$ cat config.mk
export PLATFORM = sky130hd
export DESIGN_NAME = cv32e40x_illegal_trace_buf_flat
export DESIGN_NICKNAME = d
export VERILOG_FILES = /design/src/rtl/cv32e40x_illegal_trace_buf_pkg.sv /design/src/rtl/cv32e40x_illegal_trace_buf_if.sv /design/src/rtl/cv32e40x_illegal_trace_buf_fifo.sv /design/src/rtl/cv32e40x_illegal_trace_buf.sv /design/src/flat_wrapper.sv
export SDC_FILE = /design/constraint.sdc
export NUM_CORES = 1
export LEC_CHECK = 0
export CORE_MARGIN = 2
export CORE_UTILIZATION = 55
export CTS_CLUSTER_SIZE = 30
export DETAILED_ROUTE_END_ITERATION = 12
export GPL_TIMING_DRIVEN = 0
export PLACE_DENSITY = 0.76
export SETUP_SLACK_MARGIN = 0.05
export SYNTH_ARGS = -nofsm -noshare
export SYNTH_HDL_FRONTEND = slang
export SYNTH_SLANG_ARGS = --single-unit
$ cat constraint.sdc
create_clock -name clk_i -period 8.29 [get_ports clk_i]
set_input_delay 2.0725 -clock clk_i [delete_from_list [all_inputs] [get_ports clk_i]]
set_output_delay 2.0725 -clock clk_i [all_outputs]
set_load 0.005 [all_outputs]
$ cat src/rtl/cv32e40x_illegal_trace_buf_pkg.sv
// Shared types and constants for the illegal-instruction trace buffer.
// The optional event printout is enabled with CV32E40X_TRACE_BUF_DISPLAY_EN.
package cv32e40x_illegal_trace_buf_pkg;

  localparam int TRACE_MAX_PORTS = 4;
  localparam int TRACE_PORT_W    = 2;

  // Timestamp-independent part of a trace entry; the owner appends its own timestamp.
  typedef struct packed {
    logic [31:0]             pc;
    logic [TRACE_PORT_W-1:0] port;
  } trace_hdr_t;

  function automatic int port_width(input int num_ports);
    return (num_ports > 1) ? $clog2(num_ports) : 1;
  endfunction

endpackage

$ cat src/rtl/cv32e40x_illegal_trace_buf_if.sv
// Drain port of the trace buffer: head entry with a valid/ready handshake.
interface cv32e40x_illegal_trace_buf_if
  import cv32e40x_illegal_trace_buf_pkg::*;
#(
  parameter int NUM_PORTS = 1,
  parameter int TS_WIDTH  = 32
);
  localparam int PW = port_width(NUM_PORTS);

  logic                rd_valid_o;
  logic                rd_ready_i;
  logic [31:0]         rd_pc_o;
  logic [PW-1:0]       rd_port_o;
  logic [TS_WIDTH-1:0] rd_time_o;

  modport master (output rd_valid_o, rd_pc_o, rd_port_o, rd_time_o, input rd_ready_i);
  modport slave  (input rd_valid_o, rd_pc_o, rd_port_o, rd_time_o, output rd_ready_i);

endinterface

$ cat src/rtl/cv32e40x_illegal_trace_buf_fifo.sv
// Circular FIFO accepting up to MAX_PUSH ordered entries per cycle and popping one.
module cv32e40x_illegal_trace_buf_fifo #(
  parameter int DEPTH    = 16,
  parameter int WIDTH    = 8,
  parameter int MAX_PUSH = 1,
  parameter int CW       = 3,
  parameter int LW       = $clog2(DEPTH) + 1
) (
  input  logic                             clk,
  input  logic                             rst,
  input  logic                             clear,
  input  logic [CW-1:0]                    push_cnt,
  input  logic [MAX_PUSH-1:0][WIDTH-1:0]   push_data,
  input  logic                             pop,
  output logic [LW-1:0]                    level,
  output logic [WIDTH-1:0]                 head
);

  localparam int AW = $clog2(DEPTH);

  logic [WIDTH-1:0] mem [DEPTH];
  logic [AW-1:0]    wptr;
  logic [AW-1:0]    rptr;

  // The caller never pushes more than the free space, so pointer sums wrap naturally.
  always_ff @(posedge clk) begin
    if (rst || clear) begin
      wptr  <= '0;
      rptr  <= '0;
      level <= '0;
    end else begin
      for (int i = 0; i < MAX_PUSH; i++) begin
        if (i < 32'(push_cnt)) begin
          mem[wptr + AW'(i)] <= push_data[i];
        end
      end
      wptr  <= wptr + AW'(push_cnt);
      rptr  <= rptr + AW'(pop);
      level <= level + LW'(push_cnt) - LW'(pop);
    end
  end

  assign head = mem[rptr];

endmodule

$ cat src/rtl/cv32e40x_illegal_trace_buf.sv
// Illegal-instruction retire trace buffer with counters and a drain port.
// Define CV32E40X_TRACE_BUF_DISPLAY_EN to print captured and dropped events.
module cv32e40x_illegal_trace_buf
  import cv32e40x_illegal_trace_buf_pkg::*;
#(
  parameter int NUM_PORTS = 1,
  parameter int DEPTH     = 16,
  parameter int TS_WIDTH  = 32,
  parameter int CNT_WIDTH = 16
) (
  input  logic                          clk_i,
  input  logic                          rst_i,
  input  logic                          clear_i,
  input  logic                          freeze_i,
  input  logic [NUM_PORTS-1:0]          ev_valid_i,
  input  logic [NUM_PORTS-1:0]          ev_illegal_i,
  input  logic [NUM_PORTS*32-1:0]       ev_pc_i,
  input  logic [31:0]                   mhartid_i,
  cv32e40x_illegal_trace_buf_if.master  rd,
  output logic [$clog2(DEPTH):0]        level_o,
  output logic [CNT_WIDTH-1:0]          illegal_cnt_o,
  output logic [CNT_WIDTH-1:0]          drop_cnt_o,
  output logic                          overflow_o
);

  localparam int PW = port_width(NUM_PORTS);
  localparam int LW = $clog2(DEPTH) + 1;
  localparam int CW = 3;

  if (DEPTH < 2 || (DEPTH & (DEPTH - 1)) != 0) begin : gen_depth_chk
    $error("DEPTH must be a power of two and at least 2");
  end
  if (NUM_PORTS < 1 || NUM_PORTS > TRACE_MAX_PORTS) begin : gen_ports_chk
    $error("NUM_PORTS must be within 1..4");
  end

  typedef struct packed {
    trace_hdr_t          hdr;
    logic [TS_WIDTH-1:0] ts;
  } trace_entry_t;

  localparam int EW = $bits(trace_entry_t);

  logic [TS_WIDTH-1:0]               ts_q;
  logic [NUM_PORTS-1:0]              events;
  logic [NUM_PORTS-1:0]              capture;
  logic [NUM_PORTS-1:0]              drop;
  trace_entry_t [NUM_PORTS-1:0]      push_data;
  logic [31:0]                       space;
  logic [31:0]                       n_push;
  logic [31:0]                       n_drop;
  logic [CW-1:0]                     push_cnt;
  logic [CW-1:0]                     drop_total;
  logic [CW-1:0]                     ev_total;
  logic [LW-1:0]                     level;
  trace_entry_t                      head;
  logic                              rd_valid;
  logic                              pop;
  logic                              unused_ok;

  assign events = ev_valid_i & ev_illegal_i & {NUM_PORTS{~freeze_i}};

  // Accept events lowest channel first into the space left at the start of the
  // cycle; a same-cycle pop does not make room, so the remainder is dropped.
  always_comb begin
    space     = 32'(DEPTH) - 32'(level);
    n_push    = '0;
    n_drop    = '0;
    capture   = '0;
    drop      = '0;
    push_data = '0;
    for (int k = 0; k < NUM_PORTS; k++) begin
      if (events[k]) begin
        if (n_push < space) begin
          capture[k] = 1'b1;
          for (int s = 0; s < NUM_PORTS; s++) begin
            if (32'(s) == n_push) begin
              push_data[s].hdr.pc   = ev_pc_i[32*k +: 32];
              push_data[s].hdr.port = TRACE_PORT_W'(k);
              push_data[s].ts       = ts_q;
            end
          end
          n_push = n_push + 32'd1;
        end else begin
          drop[k] = 1'b1;
          n_drop  = n_drop + 32'd1;
        end
      end
    end
    push_cnt   = clear_i ? '0 : CW'(n_push);
    drop_total = CW'(n_drop);
    ev_total   = CW'(n_push + n_drop);
  end

  assign rd_valid = (level != '0);
  assign pop      = rd_valid & rd.rd_ready_i & ~clear_i;

  cv32e40x_illegal_trace_buf_fifo #(
    .DEPTH    (DEPTH),
    .WIDTH    (EW),
    .MAX_PUSH (NUM_PORTS),
    .CW       (CW),
    .LW       (LW)
  ) u_fifo (
    .clk       (clk_i),
    .rst       (rst_i),
    .clear     (clear_i),
    .push_cnt  (push_cnt),
    .push_data (push_data),
    .pop       (pop),
    .level     (level),
    .head      (head)
  );

  function automatic logic [CNT_WIDTH-1:0] sat_add(input logic [CNT_WIDTH-1:0] a,
                                                   input logic [CW-1:0] b);
    logic [CNT_WIDTH:0] sum;
    sum = {1'b0, a} + (CNT_WIDTH+1)'(b);
    return sum[CNT_WIDTH] ? '1 : sum[CNT_WIDTH-1:0];
  endfunction

  // The timestamp free-runs through clear; only reset restarts it.
  always_ff @(posedge clk_i) begin
    if (rst_i) begin
      ts_q          <= '0;
      illegal_cnt_o <= '0;
      drop_cnt_o    <= '0;
      overflow_o    <= 1'b0;
    end else begin
      ts_q <= ts_q + 1'b1;
      if (clear_i) begin
        illegal_cnt_o <= '0;
        drop_cnt_o    <= '0;
        overflow_o    <= 1'b0;
      end else begin
        illegal_cnt_o <= sat_add(illegal_cnt_o, ev_total);
        drop_cnt_o    <= sat_add(drop_cnt_o, drop_total);
        if (drop_total != '0) begin
          overflow_o <= 1'b1;
        end
      end
    end
  end

  assign level_o       = level;
  assign rd.rd_valid_o = rd_valid;
  assign rd.rd_pc_o    = rd_valid ? head.hdr.pc : '0;
  assign rd.rd_port_o  = rd_valid ? head.hdr.port[PW-1:0] : '0;
  assign rd.rd_time_o  = rd_valid ? head.ts : '0;

  assign unused_ok = ^{mhartid_i, head.hdr.port};

`ifdef CV32E40X_TRACE_BUF_DISPLAY_EN
`ifndef FORMAL
  always @(negedge clk_i) begin
    if (!rst_i && !clear_i) begin
      for (int k = 0; k < NUM_PORTS; k++) begin
        if (capture[k]) begin
          $display("%0t: Illegal instruction (core %0d, port %0d) at PC 0x%08x",
                   $time, mhartid_i[3:0], k, ev_pc_i[32*k +: 32]);
        end else if (drop[k]) begin
          $display("%0t: trace dropped (core %0d, port %0d) at PC 0x%08x",
                   $time, mhartid_i[3:0], k, ev_pc_i[32*k +: 32]);
        end
      end
    end
  end
`endif
`endif

endmodule

$ cat src/flat_wrapper.sv
// flat-port wrapper written by rule: the top's interface ports become plain ports
module cv32e40x_illegal_trace_buf_flat import cv32e40x_illegal_trace_buf_pkg::*;
#(
  parameter int NUM_PORTS = 1,
  parameter int DEPTH     = 16,
  parameter int TS_WIDTH  = 32,
  parameter int CNT_WIDTH = 16
)
  (clk_i, rst_i, clear_i, freeze_i, ev_valid_i, ev_illegal_i, ev_pc_i, mhartid_i, level_o, illegal_cnt_o, drop_cnt_o, overflow_o, rd_rd_valid_o, rd_rd_pc_o, rd_rd_port_o, rd_rd_time_o, rd_rd_ready_i);
  cv32e40x_illegal_trace_buf_if #(.NUM_PORTS(NUM_PORTS), .TS_WIDTH(TS_WIDTH)) rd_i ();
  input  logic clk_i;
  input  logic rst_i;
  input  logic clear_i;
  input  logic freeze_i;
  input  logic [NUM_PORTS-1:0] ev_valid_i;
  input  logic [NUM_PORTS-1:0] ev_illegal_i;
  input  logic [NUM_PORTS*32-1:0] ev_pc_i;
  input  logic [31:0] mhartid_i;
  output logic [$clog2(DEPTH):0] level_o;
  output logic [CNT_WIDTH-1:0] illegal_cnt_o;
  output logic [CNT_WIDTH-1:0] drop_cnt_o;
  output logic overflow_o;
  output wire logic [$bits(rd_i.rd_valid_o)-1:0] rd_rd_valid_o;
  output wire logic [$bits(rd_i.rd_pc_o)-1:0] rd_rd_pc_o;
  output wire logic [$bits(rd_i.rd_port_o)-1:0] rd_rd_port_o;
  output wire logic [$bits(rd_i.rd_time_o)-1:0] rd_rd_time_o;
  input wire logic [$bits(rd_i.rd_ready_i)-1:0] rd_rd_ready_i;
  assign rd_rd_valid_o = rd_i.rd_valid_o;
  assign rd_rd_pc_o = rd_i.rd_pc_o;
  assign rd_rd_port_o = rd_i.rd_port_o;
  assign rd_rd_time_o = rd_i.rd_time_o;
  assign rd_i.rd_ready_i = rd_rd_ready_i;
  cv32e40x_illegal_trace_buf #(.NUM_PORTS(NUM_PORTS), .DEPTH(DEPTH), .TS_WIDTH(TS_WIDTH), .CNT_WIDTH(CNT_WIDTH)) u_core (.clk_i(clk_i), .rst_i(rst_i), .clear_i(clear_i), .freeze_i(freeze_i), .ev_valid_i(ev_valid_i), .ev_illegal_i(ev_illegal_i), .ev_pc_i(ev_pc_i), .mhartid_i(mhartid_i), .rd(rd_i), .level_o(level_o), .illegal_cnt_o(illegal_cnt_o), .drop_cnt_o(drop_cnt_o), .overflow_o(overflow_o));
endmodule
* Word level (Yosys, flattened, before mapping) *
Memory sizes are Yosys's and may differ from the RTL's. A register that Yosys moved wholly into a read port is not among the register bits.
Cells that the tools add are included.

word-level totals
  input port bits = 71
  memories = 1
  bits in writable memories = 1056
  register bits = 78
  output and inout bits = 104

cells by class
  muxes and demuxes = 16
  bitwise logic cells = 6
  magnitude comparators = 2
  reductions and logical operators = 4
  add/sub/neg operators = 9

memories
  name               depth  bits a word  read ports  clocked after memory_dff  write ports  RTL line                               text
  u_core.u_fifo.mem  16     66           1           1                         1            cv32e40x_illegal_trace_buf_fifo.sv:21  logic [WIDTH-1:0] mem [DEPTH];

operators with widths
  cell                     count
  $mux W66                 2
  $mux W32                 2
  $add A16 B3 Y17          2
  $add A32 B1 Y32 const B  1
  $lt A1 B32 Y1 const A    1
  $mux W16                 2
  $mux W1                  8
  $sub A5 B5 Y6 const A    1
  $add A5 B3 Y5            1
  $reduce_bool A5 Y1       1
  $sub A5 B1 Y5            1
  $add A4 B1 Y4            1
  $add A4 B3 Y4            1
  $and A1 B1 Y1            4
  $mux W4                  1
  $add A3 B3 Y3            1
  $lt A1 B3 Y1 const A     1
  $mux W3                  1
  $reduce_bool A3 Y1       1
  $not A1 Y1               2
  $reduce_or A2 Y1         1
  $logic_or A1 B1 Y1       1

* Longest topological paths before layout *
Gate-level depths: netlist of run 1.

  depth after elaboration = 9
  depth in mapped cells = 16
  gate-level depth less buffers = 15

* Hierarchy *
A second synthesis of run 1 with hierarchy kept.

second synthesis, totals
  cell total of the unflattened synthesis = 2209
  area, all modules = 44127.3 sq um

modules (own cells, without submodules)
  module                           cells an instance  sequential area each (sq um)  area an instance (sq um)  times used
  cv32e40x_illegal_trace_buf_fifo  1710               31970.7                       40187.3                   1
  cv32e40x_illegal_trace_buf       499                1301.2                        3940.0                    1

* Least setup slack after synthesis of run 1 *
OpenSTA, ideal clock, no wires.

  path type = input -> register
  start = input clear_i
  end = memory u_core.u_fifo.mem[7][0] in the netlist's numbering (enable)
  path slack = 0.035 ns
  stages on the path = 5
  path buffers = 1
  library setup time = 0.581 ns
  data required time = 7.709 ns
  arrival = 7.674 ns
  path through = or2_2 > clkbuf_1 > nor3b_1 > nand2_1 > a211oi_1

on the way
  word-level cells in the longest chain between the ends = 5
  elaborated cells on any way between the ends = 6

RTL lines
  what                             RTL line                               text
  from (decl)                      flat_wrapper.sv:13                     input logic clear_i;
  $mux W3                          cv32e40x_illegal_trace_buf.sv:90       push_cnt = clear_i ? '0 : CW'(n_push);
  $lt A1 B3 Y1                     cv32e40x_illegal_trace_buf_fifo.sv:33  if (i < 32'(push_cnt)) begin
  $mux W1                          cv32e40x_illegal_trace_buf_fifo.sv:33
  $mux W1 *                        cv32e40x_illegal_trace_buf_fifo.sv:27  if (rst || clear) begin
  $mux W1 (implied by the code) *  cv32e40x_illegal_trace_buf_fifo.sv:34  mem[wptr + AW'(i)] <= push_data[i];
  to (decl)                        cv32e40x_illegal_trace_buf_fifo.sv:21

Mark *: on every way between the ends. The rest lies on a longest branch, timed or not.

* Worst setup path after layout of run 1 *
  start = register u_core.u_fifo.level[2]
  end = output rd_rd_pc_o[24]

on the way
  word-level cells in the longest chain between the ends = 2

RTL lines
  what                    RTL line                               text
  from (decl)             cv32e40x_illegal_trace_buf_fifo.sv:15  output logic [LW-1:0] level,
  from (signal assigned)  cv32e40x_illegal_trace_buf_fifo.sv:39  level <= level + LW'(push_cnt) - LW'(pop);
  $reduce_bool A5 Y1      cv32e40x_illegal_trace_buf.sv:95       assign rd_valid = (level != '0);
  $mux W32                cv32e40x_illegal_trace_buf.sv:147      assign rd.rd_pc_o = rd_valid ? head.hdr.pc : '0;
  to (decl)               flat_wrapper.sv:24                     output wire logic [$bits(rd_i.rd_pc_o)-1:0] rd_rd_pc_o;

No other way between the ends.

==> key figures, run 1 <==
Yosys
  • Synthesized flop and latch total: about 1100
  • Yosys warns: 0
  • Mux contribution to synthesized area: between 10% and 20%
  • Syn Inst Count: ~2200
  • Adder-Cell Fraction of Synth Area: less than 1%
  • Simple-Gate Fraction of Synth Area: 3.33%
  • Ys async rst share: 0%
  • Sequential element share of the synthesized area: roughly three quarters
  • Post-synthesis compound-gate area fraction: under 10%
  • Post-synth EDFFs: 1024
  • Post-Synth XOR/XNOR Area: less than 1%
  • Netlist cell types: 55
  • Post-synthesis area per instance: roughly 19 um^2
  • Cell accounting for the most synthesized area: edfxtp_1
  • Yosys top cell area share: 70.6%
  • Largest family of logic cells by synthesized area: multiplexers
  • Post-synth top flop: edfxtp_1
  • Top cells by area in the synthesized netlist: edfxtp_1, mux4_2, dfxtp_1
  • Post-synthesis cell area: approximately 44000 um^2

Critical path
  • Crit path max-delay family: buffers and inverters
  • Slowest cell on crit path: clkbuf_1
  • Reg2reg end: u_core.drop_cnt_o[11]
  • R2R depth: 15
  • Worst path buffer plus inverter count: 4
  • CP max FO: 10
  • Worst R2R Setup Slack: 3.54 ns
  • Crit path launch type: flip-flop
  • RR Startpoint: u_core.u_fifo.level[2]
  • Critical-path cell list: inv_1 > ha_1 > and2_1 > ha_1 > nor2_1 > clkbuf_1 > clkbuf_1 > a32oi_1 > o211ai_1 > clkdlybuf4s50_1
  • Worst Path Arrival: 4.60 ns
  • Setup CP Type: reg2out
  • Setup crit end kind: output pin
  • Worst path required time: around 6.2 ns
  • CP peak stage delay: about 0.73 ns

Floorplanning
  • Die Span X: between 200 and 300 um
  • Num rows: just over 100
  • Die Height: about 290 um
  • Initial core utilization: roughly 55%
  • Core area: slightly below 80000 um^2
  • Die area: between 80000 and 90000 um^2
  • Top Ports: between 150 and 200

Cells and area
  • FF+latch area: approximately 32000 um^2
  • Filler cells: 4966
  • Ant diodes: 0
  • Non-filler cells, final: roughly 3700
  • Layout cells sized above 1: 21.5%
  • Layout Nets: about 2700
  • Multi-input combinational cell area: 10800 um^2
  • Area Overhead vs Synth: 18.5%

Drt
  • WL/cell: about 30 um
  • DR pass1 iterations: 7
  • Vias: about 25000
  • Via density: between 6 and 7
  • Drc violations: 0
  • Post-route ant nets: 0
  • Starting DRC count in detailed routing: ~3700
  • WL final: around 110000 um

STA
  • Max_slew headroom: about 16%
  • Setup WS post-layout: roughly 1.6 ns
  • Fin. max-slew vios: 0
  • Final worst path period need: 6.67 ns
  • Final setup viols: 0
  • Max Clock Skew: between 0.02 and 0.025 ns
  • Fin. Hold Viols: 0
  • Period utilisation layout: between 80% and 90%
  • Fmax: between 0.1 and 0.15 GHz
  • RSZ-0062 raised after global routing: false
  • Slew at the pin with the worst max-slew slack: between 1 and 1.5 ns

Power and ir drop
  • Pwr Density: between 200 and 250 nW/um^2
  • Leak: around 0.017 uW
  • VDD IR max: between 0.15 and 0.2 mV
  • Total Power: approximately 12000 uW

Global route
  • First-pass GRT wire length: around 160000 um
  • Initial antenna violation count: 2
  • Via count of the first global-routing pass: ~25000
  • Largest net degree at the start of global routing: 17
  • Tot GR Track Use: 27.8%
  • Total grt overflow: 0

Clocking
  • Post-cts resize count: 0
  • CTS sink cnt: 1102
  • Inserted Clock Buffers: about 110
  • # Post-CTS Setup Buffers: 0
  • H-tree depth: 3
  • CTS tree: built
  • CTS clk-pin slew, worst paths: around 0.060 ns
  • Clock Latency Late Sink: roughly 0.66 ns
  • Root Driver: clkbuf_16
  • Clock Path Buffers: 3
  • Hold-fix buffers, CTS: 0

Placement
  • Final Wtd Congestion: slightly below 0.9
  • Placed Cells: about 3500
  • Setup WS pre-CTS: roughly 2.1 ns
  • Port Buffers: ~140
  • Hpwl dp: ~73000 um

Flow run
  • Max-cap viol count: 0

Outcome
  • Outcome: finished, final reports clean

Min path
  • Hold path endpoint: u_core.overflow_o
  • Hold Crit Depth: 2
  • Worst hold-check path type: reg2reg
  • Hold path startpoint: u_core.overflow_o
## metal layers
layer | global-route usage [%] | vias to the layer above | routed length (um)
met2 | 44.0 | 1685 | 54500
met5 | 0 | - | 13
met1 | 39.4 | 12900 | 42900
met3 | 4.93 | 249 | 11900
li1 | - | 9935 | -
met4 | 10.3 | 2 | 4130
## worst max path at each step
stage                                start  slack [ns]                        to  cells after the start
floorplan                          clear_i        0.04   u_core.u_fifo.mem[1][0]                      5
CTS                 u_core.u_fifo.level[2]        1.62            rd_rd_pc_o[25]                     10
finish              u_core.u_fifo.level[2]        1.62            rd_rd_pc_o[24]                     10
detailed placement              ev_valid_i        2.12   u_core.illegal_cnt_o[5]                     13
global route        u_core.u_fifo.level[2]        1.55            rd_rd_pc_o[25]                     10
global placement                     rst_i       -6.94  u_core.u_fifo.mem[5][50]                      6
## flip-flops by register name (all words and copies together), names as in the netlist
register,flops
u_core.u_fifo.wptr,4
u_core.illegal_cnt_o,16
u_core.overflow_o,1
u_core.u_fifo.level,5
u_core.drop_cnt_o,16
u_core.u_fifo.mem,1024
u_core.u_fifo.rptr,4
u_core.ts_q,32
## worst reg2reg max path, cell delays in order (launching register included)
cell and delay, ns:
dfxtp_1 0.36, inv_1 0.11, ha_1 0.20, and2_1 0.13, ha_1 0.28, nand3_1 0.23, clkbuf_1 0.36, clkbuf_1 0.47
nor3_1 0.51, ha_1 0.28, ha_1 0.23, nand4_1 0.29, nor4_1 0.55, nand2_1 0.21, clkbuf_1 0.27, a21oi_1 0.20
## cell families (layout without fill, tap and decap cells)
group           after synthesis  in the layout
flops                      1102           1102
mux                         364            364
simple gates                284            284
compound gates              264            264
buf+inv                     178            605
xor+xnor                     33             33
fa+ha+maj                    20             20
other cells                   2              3
## Yosys cell counts (11+ instances only)
cell type and instances:
clkbuf_1 69, dfxtp_1 78, nor2_1 43, nand2_1 91, mux4_2 227, buf_2 51
o21ai_0 16, xnor2_1 26, buf_1 11, ha_1 18, and3_1 19, o211a_1 47
or3_1 11, mux2i_1 130, nand4_1 33, nand3_1 20, nor3_1 15, a221o_1 12
inv_1 40, o211ai_1 17, a21oi_1 43, o22ai_1 36, a22o_1 12, a211oi_1 35
a22oi_1 12, edfxtp_1 1024, a32oi_1 17
## area by class of cell
type                            count  share of cell area (%)
Buffer                            138                    1.19
Clock inverter                     64                    1.20
Clock buffer                      129                    5.39
Sequential cell                  1102                    62.6
Multi-Input combinational cell    968                    20.9
Inverter                           40                   0.291
Timing Repair Buffer              234                    5.92
Tap cell                         1050                    2.55
## placed cells by master (no fill, tap or decap), drive strengths merged, types with 5 or more instances in the layout
| cell type | instances |
|---|---|
| a21oi | 43 |
| o211a | 47 |
| or4 | 6 |
| edfxtp | 1024 |
| bufinv | 11 |
| mux2 | 7 |
| or2 | 5 |
| clkinv | 47 |
| nor4 | 11 |
| xor2 | 7 |
| nor3 | 15 |
| a22o | 12 |
| clkdlybuf4s50 | 141 |
| nor2 | 43 |
| xnor2 | 26 |
| ha | 18 |
| nand4 | 35 |
| inv | 43 |
| o22ai | 36 |
| and3 | 19 |
| mux4 | 227 |
| a211oi | 35 |
| o21ai | 16 |
| clkbuf | 199 |
| a32oi | 17 |
| and2 | 9 |
| o211ai | 17 |
| nand3 | 20 |
| a22oi | 12 |
| o31ai | 6 |
| a221o | 12 |
| mux2i | 130 |
| nand2 | 91 |
| or3 | 11 |
| nor2b | 6 |
| and4 | 7 |
| dfxtp | 78 |
| buf | 161 |
## power breakdown
part	switching, uW	internal [uW]
sequential	6.55	6030
clock	2020	2720
combinational	488	261
## per-stage QoR
step	hold WS, ns	util [%]	TNS, ns	instance area, um^2
2_1_floorplan	0.449	-	0	43600
3_3_place_gp	0.444	58.8	-5750.82	46300
3_5_place_dp	0.446	61.2	0	48200
4_1_cts	0.466	65.5	0	51600
5_1_grt	0.487	65.6	0	51600
6_report	0.464	65.6	0	51600
(Power assumes the default switching activity.)
==> inputs of run 2 (changes only) <==
==> constraint.sdc (replaced) <==
create_clock -name clk_i -period 5.7 [get_ports clk_i]
set_input_delay 1.425 -clock clk_i [delete_from_list [all_inputs] [get_ports clk_i]]
set_output_delay 1.425 -clock clk_i [all_outputs]
set_load 0.005 [all_outputs]
==> run 2 against run 1 <==
Net effect: clock skew shrank 0.0028 ns; cell count is essentially flat; clock power grew 41%.
==> key figures, run 2 (synthesis gave the netlist of run 1 again) <==
Floorplanning
  • Num rows: 103 (unchanged)
  • Core area: 78700 um^2 (unchanged)
  • Die Height: 285 um (unchanged)
  • Die Span X: 285 um (unchanged)
  • Initial core utilization: 55.3% (unchanged)
  • Die area: 81500 um^2 (unchanged)
  • Top Ports: 175 (unchanged)

Drt
  • Via density: 6.58 (was 6.64)
  • WL final: 114000 um (was 113000 um)
  • WL/cell: 30.5 um (about the same)
  • Starting DRC count in detailed routing: 3175 (was 3667)
  • Vias: 24500 (was 24700)
  • Drc violations: 0 (unchanged)
  • Post-route ant nets: 0 (unchanged)
  • DR pass1 iterations: 5 (was 7)

STA
  • Fmax: about 0.18 GHz
  • Period utilisation layout: 98.0%
  • Final setup viols: 0 (unchanged)
  • Fin. Hold Viols: 0 (unchanged)
  • Max_slew headroom: 13.5% (was 16.1%)
  • Slew at the pin with the worst max-slew slack: 1.30 ns (was 1.26 ns)
  • RSZ-0062 raised after global routing: false (unchanged)
  • Final hold slack: 0.518 ns (was 0.464 ns)
  • Max Clock Skew: 0.0179 ns (was 0.0208 ns)
  • Fin. max-slew vios: 0 (unchanged)
  • Final worst path period need: 5.59 ns

Placement
  • Hpwl dp: 73100 um (was 72900 um)
  • Final Wtd Congestion: 0.878 (was 0.869)
  • Area of placed instances: 48400 um^2 (was 48200 um^2)
  • Port Buffers: 141 (unchanged)

Clocking
  • Inserted Clock Buffers: 106 (was 107)
  • CTS sink cnt: 1102 (unchanged)
  • CTS tree: built (unchanged)
  • H-tree depth: 3 (unchanged)
  • Root Driver: clkbuf_16 (unchanged)
  • Clock Path Buffers: 3 (unchanged)
  • Clock Latency Late Sink: 0.67 ns (was 0.66 ns)
  • CTS clk-pin slew, worst paths: 0.06 ns (about the same)
  • # Post-CTS Setup Buffers: 0 (unchanged)

Cells and area
  • Layout cells sized above 1: 22.0% (was 21.5%)
  • Max FFs per register: 1024 (unchanged)
  • Largest Register: u_core.u_fifo.mem (unchanged)
  • Most common cell after layout, fill and taps aside: edfxtp_1 (unchanged)
  • Finished Cell Area: 51700 um^2 (was 51600 um^2)
  • Final core utilization: 65.6% (about the same)
  • Biggest registers after layout: u_core.u_fifo.mem (1024), u_core.ts_q (32) (unchanged)
  • Layout Nets: 2680 (was 2682)
  • Area Overhead vs Synth: 18.7% (was 18.5%)
  • Most frequent cells in the layout: edfxtp_1, mux4_2, clkdlybuf4s50_1 (unchanged)

Min path
  • Worst hold-check path type: reg2reg (unchanged)

Critical path
  • RR Startpoint: u_core.u_fifo.level[2] (unchanged)
  • R2R depth: 15 (unchanged)
  • Critical path depth: 9 (was 10)
  • CP max FO: 10 (unchanged)
  • CP startpoint: u_core.u_fifo.level[2] (unchanged)
  • Crit path to: rd_rd_pc_o[30] (was rd_rd_pc_o[24])
  • Setup crit end kind: output pin (unchanged)
  • Crit path max-delay family: buffers and inverters (unchanged)
  • Worst path buffer plus inverter count: 4 (unchanged)
  • CP peak stage delay: 0.76 ns (was 0.73 ns)
  • Worst R2R Setup Slack: 0.86 ns (was 3.54 ns)
  • Reg2reg end: u_core.drop_cnt_o[6] (was u_core.drop_cnt_o[11])
  • Setup CP Type: reg2out (unchanged)
  • Crit path launch type: flip-flop (unchanged)
  • Worst Path Arrival: 4.16 ns (was 4.60 ns)
  • Slowest cell on crit path: clkbuf_1 (unchanged)
  • Critical-path cell list: inv_1 > ha_1 > and2_1 > ha_1 > or2_2 > buf_1 > clkbuf_1 > o22ai_1 > clkdlybuf4s50_1 (was inv_1 > ha_1 > and2_1 > ha_1 > nor2_1 > clkbuf_1 > clkbuf_1 > a32oi_1 > o211ai_1 > clkdlybuf4s50_1)
  • Worst path required time: 4.28 ns (was 6.22 ns)
  • CP most frequent cell: ha_1

Power and ir drop
  • VDD IR max: 0.242 mV (was 0.165 mV)
  • Total Power: 16600 uW (was 11500 uW)
  • Pwr Density: 321 nW/um^2 (was 223 nW/um^2)
  • Leak: 0.0170 uW (was 0.0169 uW)

Flow run
  • Max-cap viol count: 0 (unchanged)

Global route
  • Largest net degree at the start of global routing: 20 (was 17)
  • First-pass GRT wire length: 165000 um (about the same)
  • Initial antenna violation count: 2 (unchanged)
  • Total grt overflow: 0 (unchanged)
  • Via count of the first global-routing pass: 24800 (about the same)
  • Tot GR Track Use: 28.0% (was 27.8%)

Outcome
  • Outcome: finished, final reports clean (unchanged)
[run 2: cell types whose count changed in the layout (fill, tap and decap cells not counted), sizes merged]
cell           previous run  this run
bufinv                   11         6
buf                     161       163
diode                     0         1
clkinv                   47        46
clkdlybuf4s15             0         1
clkinvlp                  3         5
inv                      43        42
[run 2: cell type report]
type	instances	area, um^2
inverter	40	150
antenna	1	2.50
sequential	1102	32300
timing repair buffer	236	3230
clock inverter	59	449
tap	1050	1310
multi-input combinational	968	10800
clock buffer	133	2830
buffer	135	617
fill	4955	27100
[run 2: metal layers]
layer  routed length, um  GRT usage, %  part of all wire (%)
met5                  12             0                 0.011
met2               54900          44.6                    48
met1               42300          38.0                    37
met4                4560          11.9                   4.0
met3               11900          5.84                    10
[run 2: per-stage QoR]
step                      setup TNS [ns]  worst slack, ns  std cells
after floorplan                 -1392.03            -1.91       2248
after global placement          -7379.12            -8.65       3439
after CTS                              0           0.0753       3723
after global routing                   0           0.0818       3723
after detailed placement               0            0.309       3533
final                                  0            0.113       3724
[run 2: worst min path at each step]
stage	start	endpoint	slack [ns]	cells past startpoint
finish	u_core.illegal_cnt_o[15]	u_core.illegal_cnt_o[15]	0.52	2
CTS	u_core.overflow_o	u_core.overflow_o	0.51	2
detailed placement	u_core.overflow_o	u_core.overflow_o	0.50	2
floorplan	u_core.ts_q[0]	u_core.ts_q[0]	0.45	1
global placement	u_core.overflow_o	u_core.overflow_o	0.45	2
global route	u_core.overflow_o	u_core.overflow_o	0.52	2
[run 2: worst min-delay path, delay by kind of cell (launching register included)]
kind / cells / cell delay [ns]
DFF: 1 / 0.34
and+or+nand+nor: 1 / 0.07
muxes: 1 / 0.06
[run 2: power by group]
group          internal [uW]  leakage (uW)  switching [uW]
clock network           3770       0.00160            2940
registers               8770        0.0107            9.17
logic                    380       0.00465             709
[run 2: repair_timing]
item,in CTS,in global routing
endpoints found under the setup margin,27,6
hold buffers,0,0
hold endpoints to repair,0,0
gates resized for setup,5,8
cloned,0,0
